`src/rtl/conv_pkg.sv`:
```
// Shared types and constants for the conv weight path.
// Filter geometry, FSM states and the signed weight type.
package conv_pkg;

  localparam int NUM_FILTERS = 8;
  localparam int KERNEL_SIZE = 9;
  localparam int DATA_W      = 8;
  localparam int ADDR_W      = 7;
  localparam int FIDX_W      = 3;
  localparam int KTAG_W      = 4;
  localparam int KW_W        = KERNEL_SIZE * DATA_W;

  typedef enum logic [2:0] {
    S_IDLE,
    S_FETCH,
    S_DRAIN,
    S_PRESENT,
    S_DONE
  } state_t;

  typedef logic signed [DATA_W-1:0] weight_t;

  // filter*9 as shift-and-add, used once per start
  function automatic logic [ADDR_W-1:0] filt_base(
    input logic [FIDX_W-1:0] f
  );
    return {1'b0, f, 3'b000} + {4'b0000, f};
  endfunction

endpackage

```
`src/rtl/conv_weight_sequencer.sv`:
```
// Walks the weight ROM and hands one packed 3x3 kernel per
// filter to the MAC array over a valid/ready handshake.
module conv_weight_sequencer
  import conv_pkg::*;
(
  input  logic              clk,
  input  logic              rst,
  input  logic              start,
  input  logic              all_filters,
  input  logic [FIDX_W-1:0] filter_sel,
  output logic [ADDR_W-1:0] rom_addr,
  input  weight_t           rom_data,
  output logic [KW_W-1:0]   kernel_weights,
  output logic [FIDX_W-1:0] filter_idx,
  output logic              w_valid,
  input  logic              w_ready,
  output logic              busy,
  output logic              done
);

  localparam logic [ADDR_W-1:0] KSTEP  = ADDR_W'(KERNEL_SIZE);
  localparam logic [KTAG_W-1:0] LAST_K = KTAG_W'(KERNEL_SIZE - 1);
  localparam logic [FIDX_W-1:0] LAST_F = FIDX_W'(NUM_FILTERS - 1);

  state_t              r_state;
  state_t              w_next;
  logic [ADDR_W-1:0]   r_base;
  logic [ADDR_W-1:0]   r_addr;
  logic [KTAG_W-1:0]   r_k;
  logic [FIDX_W-1:0]   r_fidx;
  logic [FIDX_W-1:0]   r_last;
  logic                r_v1;
  logic                r_v2;
  logic [KTAG_W-1:0]   r_t1;
  logic [KTAG_W-1:0]   r_t2;
  logic [KW_W-1:0]     r_kw;

  logic                w_start;
  logic                w_fetch;
  logic                w_adv;
  logic [FIDX_W-1:0]   w_first;
  logic [ADDR_W-1:0]   w_first_base;

  assign w_start = (r_state == S_IDLE) && start;
  assign w_fetch = (r_state == S_FETCH);
  assign w_adv   = (r_state == S_PRESENT) && w_ready
                   && (r_fidx != r_last);
  assign w_first = all_filters ? '0 : filter_sel;
  assign w_first_base = filt_base(w_first);

  always_ff @(posedge clk or posedge rst) begin
    if (rst) r_state <= S_IDLE;
    else     r_state <= w_next;
  end

  always_comb begin
    w_next = r_state;
    unique case (r_state)
      S_IDLE:
        if (start) w_next = S_FETCH;
      S_FETCH:
        if (r_k == LAST_K) w_next = S_DRAIN;
      S_DRAIN:
        if (r_v2 && r_t2 == LAST_K) w_next = S_PRESENT;
      S_PRESENT:
        if (w_ready)
          w_next = (r_fidx == r_last) ? S_DONE : S_FETCH;
      S_DONE:
        w_next = S_IDLE;
      default:
        w_next = S_IDLE;
    endcase
  end

  always_comb begin
    busy    = (r_state != S_IDLE);
    done    = (r_state == S_DONE);
    w_valid = (r_state == S_PRESENT);
  end

  // Issue side and the two-stage tag pipe that covers ROM latency
  always_ff @(posedge clk or posedge rst) begin
    if (rst) begin
      r_base <= '0;
      r_addr <= '0;
      r_k    <= '0;
      r_fidx <= '0;
      r_last <= '0;
      r_v1   <= 1'b0;
      r_v2   <= 1'b0;
      r_t1   <= '0;
      r_t2   <= '0;
      r_kw   <= '0;
    end else begin
      r_v1 <= 1'b0;
      r_v2 <= r_v1;
      r_t2 <= r_t1;
      if (r_v2)
        r_kw[r_t2*DATA_W +: DATA_W] <= rom_data;
      unique case (1'b1)
        w_start: begin
          r_base <= w_first_base;
          r_addr <= w_first_base;
          r_fidx <= w_first;
          r_last <= all_filters ? LAST_F : filter_sel;
          r_k    <= KTAG_W'(1);
          r_v1   <= 1'b1;
          r_t1   <= '0;
        end
        w_fetch: begin
          r_addr <= r_base + ADDR_W'(r_k);
          r_k    <= r_k + KTAG_W'(1);
          r_v1   <= 1'b1;
          r_t1   <= r_k;
        end
        w_adv: begin
          r_base <= r_base + KSTEP;
          r_addr <= r_base + KSTEP;
          r_fidx <= r_fidx + FIDX_W'(1);
          r_k    <= KTAG_W'(1);
          r_v1   <= 1'b1;
          r_t1   <= '0;
        end
        default: ;
      endcase
    end
  end

  assign rom_addr       = r_addr;
  assign kernel_weights = r_kw;
  assign filter_idx     = r_fidx;

endmodule

```
`config.mk`:
```
export PLATFORM = sky130hd
export DESIGN_NAME = conv_weight_sequencer
export DESIGN_NICKNAME = d
export VERILOG_FILES = /design/src/rtl/conv_pkg.sv /design/src/rtl/conv_weight_sequencer.sv
export SDC_FILE = /design/constraint.sdc
export NUM_CORES = 1
export LEC_CHECK = 0
export ABC_CLOCK_PERIOD_IN_PS = 3630
export BUFFER_PORTS_ARGS = -buffer_cell sky130_fd_sc_hd__buf_2
export CAP_MARGIN = 20
export CORE_MARGIN = 2
export CORE_UTILIZATION = 49
export CTS_CLUSTER_DIAMETER = 30
export DETAILED_ROUTE_END_ITERATION = 8
export GPL_TIMING_DRIVEN = 0
export PLACE_DENSITY = 0.76
export SLEW_MARGIN = 20
export SYNTH_ARGS = -nofsm -noshare
export SYNTH_HDL_FRONTEND = slang
export SYNTH_SLANG_ARGS = --single-unit
```
`constraint.sdc`:
```
create_clock -name clk -period 3.63 [get_ports clk]
set_input_delay 0.726 -clock clk [delete_from_list [all_inputs] [get_ports clk]]
set_output_delay 0.726 -clock clk [all_outputs]
set_load 0.02 [all_outputs]
```
==> summary.md <==
| Metric | Value |
|---|---|
| Final wirelength | `~11 mm` |
| WS Path Type | `register to register` |
| Initial core utilization | `approximately half` |
| Multi-input gate area | `around 1900 sq um` |
| Final core occ | `59.0%` |
| Mapped Area | `4830 sq um` |
| Hold-fix buffer count after cts | `0` |
| Top-count cell post-synth | `nand2_1` |
| Num CTS Buffers | `9` |
| Via count | `4007` |
| Die width | `103 microns` |
| Depth of the CTS H-tree | `3` |
| Wirelength per Cell | `between 15 and 20 microns` |
| Top cells by area, synth | `dfrtp_1 (56%), nand2_1 (9.4%), o21ai_0 (6.8%)` |
| Relative slew slack | `64.0%` |
| Total of max-cap violations | `0` |
| Crit path max-delay cell type | `ha_1` |
| Register bit count reported by yosys | `109` |
| CTS tree | `yes` |
| Ys flop type | `dfrtp_1` |
| Aggregate global routing overflow | `0` |
| Rows | `36` |
| Register cell area after layout | `2730 sq um` |
| Total power | `between 5 and 6 mW` |
| Layout area overhead | `18.2%` |
| Crit. End Element | `register` |
| Post-synth top cells | `nand2_1 (121), dfrtp_1 (109), o21ai_0 (66)` |
| Routed vias/inst | `between 5 and 6` |
| Largest net degree at the start of global routing | `between 50 and 60` |
| Critical-path cell list | `clkbuf_1 > nor3_1 > ha_1 > nand3b_1 > a21oi_1 > nand3b_1 > clkbuf_1 > nand2_1 > o31ai_1` |
| Antenna violations before repair | `0` |
| Worst slew pin tran | `0.539 ns` |
| Worst Setup Start Kind | `register` |
| Dpl hpwl | `~8.4 mm` |
| Synth Area per Inst | `~9.7 sq um` |
| Layout cell share with drive strength beyond 1 | `approximately 22%` |
| RSZ-0062 raised after global routing | `false` |
| Arr. time, crit path | `2.99 ns` |
| Port Buffers | `100` |
| Dominant cell type by area after synthesis | `dfrtp_1` |
| Initial drt markers | `roughly 190` |
| Period utilisation layout | `between 70 and 80%` |
| Die area | `10700 sq um` |
| Seq/Total Area, Yosys | `56.4%` |
| # diodes | `0` |
| Routed Antenna Nets | `0` |
| Nets | `between 600 and 700` |
| Final Wtd Congestion | `roughly 0.86` |
| Die height | `slightly above 100 microns` |
| Peak supply drop | `~0.49 mV` |
| Final hold violation count | `0` |
| Synth Warn # | `0` |
| Synth Instances | `around 500` |
| First-pass GRT wire length | `around 18 mm` |
| CP max stage delay | `0.41 ns` |
| Total clock sinks | `between 100 and 150` |
| Global-route usage over all layers | `between 20% and 30%` |
| Hold WS | `approximately 0.36 ns` |
| Core Area | `just under 10000 sq um` |
| Post-CTS Resized | `0` |
| Hold Crit Class | `register to register` |
| Skew-Pair Late Insertion Delay | `around 0.38 ns` |
| Crit-path max FO | `10` |
| Leakage power | `around 2.7 nW` |
| Synth top area share | `around 56%` |
| Post-Syn Nets | `526` |
| Clk pin slew, worst setup/hold paths | `about 0.1 ns` |
| Boundary Pins | `approximately 100` |
| Placed cell count | `around 730` |
| Final min period | `roughly 2.7 ns` |
| Clock tree buffer depth | `2` |
| Root Driver | `clkbuf_8` |
| Final max-slew violation count | `0` |
| Netlist cell types | `45` |
| PwrDens | `between 900 and 1000 nW/um^2` |
| Post-synth EDFFs | `0` |
| Non-filler cells, final | `between 700 and 800` |
| Fillers | `860` |
| Post-synth ARST share | `100%` |
| Post-CTS Setup Repair Bufs | `0` |
| # DRC | `0` |
| # setup viols final | `0` |
| Clk_skew | `between 0.01 and 0.015 ns` |
| Status | `completed` |
| Fmax achieved | `365 MHz` |
| CP required | `just under 4 ns` |
| Vias in the first global route | `3749` |
| Initial DRT Pass Iterations | `6` |
-- metal layers --
metal	GRT usage, %	share of wire, %	up-vias
met1	28.2	44	1911
li1	-	-	1927
met4	7.39	1.9	0
met3	3.36	6.3	19
met5	0	0	-
met2	37.4	48	150
-- layout by cell type (no fill, tap or decap), types with 3 or more instances in the layout --
master	count
nor2_1	15
o21ai_0	66
inv_6	3
buf_2	111
nand2b_1	6
nand3b_1	6
ha_1	10
xnor2_1	6
a21oi_1	14
o22a_1	5
a311oi_1	3
and3_1	5
o31ai_1	19
dfrtp_1	109
nor3_1	5
xor2_1	9
clkbuf_1	14
o211ai_1	3
clkbuf_8	9
and2_1	3
nand2_1	121
nand3_1	18
inv_1	18
-- cells by family (layout without fill, tap and decap cells) --
family / count (synthesis) / in the layout / share of synthesized area (%)
buffers and inverters: 45 / 161 / 3.93
xor gates and xnor gates: 15 / 15 / 2.72
muxes: 3 / 3 / 0.647
and+or+nand+nor: 193 / 193 / 17.9
AOI/OAI and AO/OA: 123 / 123 / 15.4
adders and majority gates: 11 / 11 / 3.00
DFF: 109 / 109 / 56.4
-- worst max-delay path, delay by kind of cell, from the launching register on --
kind	cells	cell delay [ns]
adders and majority gates	1	0.41
buffers and inverters	2	0.67
DFF	1	0.40
AOI/OAI and AO/OA	2	0.40
and+or+nand+nor	4	0.73
-- cell type report --
class | count | area share (%)
repair buffers | 101 | 9.24
clock inverters | 6 | 0.964
inverters | 19 | 1.34
flip-flops and latches | 109 | 47.8
plain buffers | 26 | 2.08
multi-input cells | 345 | 33.5
well taps | 133 | 2.91
clock buffers | 9 | 2.17
-- final timing paths --
kind                                    from  slack [ns]                        endpoint  cells after the start
max                        r_t2[0]$_DFF_PP0_        0.89  kernel_weights[61]$_DFFE_PP0P_                      9
max reg2reg                r_t2[0]$_DFF_PP0_        0.89  kernel_weights[61]$_DFFE_PP0P_                      9
min                           r_v1$_DFF_PP0_        0.36                  r_v2$_DFF_PP0_                      0
min in group asynchronous                rst        0.39  kernel_weights[43]$_DFFE_PP0P_                      2
min reg2reg                   r_v1$_DFF_PP0_        0.36                  r_v2$_DFF_PP0_                      0
max in group asynchronous                rst        2.62  kernel_weights[28]$_DFFE_PP0P_                      3
-- registers in the layout, summed over array words and instances (netlist names) --
name and flops:
kernel_weights 72, r_base 7, rom_addr 7, r_k 4
r_t1 4, r_t2 4, filter_idx 3, r_last 3
r_state 3, r_v1 1, r_v2 1
-- per-stage QoR --
stage / instance area [sq um] / setup WS, ns / setup TNS (ns)
6_report: 5710 / 0.888 / 0
4_1_cts: 5710 / 0.952 / 0
5_1_grt: 5710 / 0.677 / 0
3_3_place_gp: 5500 / -1.10 / -119.51
2_1_floorplan: 4830 / 0.0301 / 0
3_5_place_dp: 5530 / 0.975 / 0
-- power by group --
group	switching (mW)	internal, mW
clock	0.434	0.261
sequential	0.369	1.75
combinational	1.75	0.961
Power figures use the tool's default switching activity.
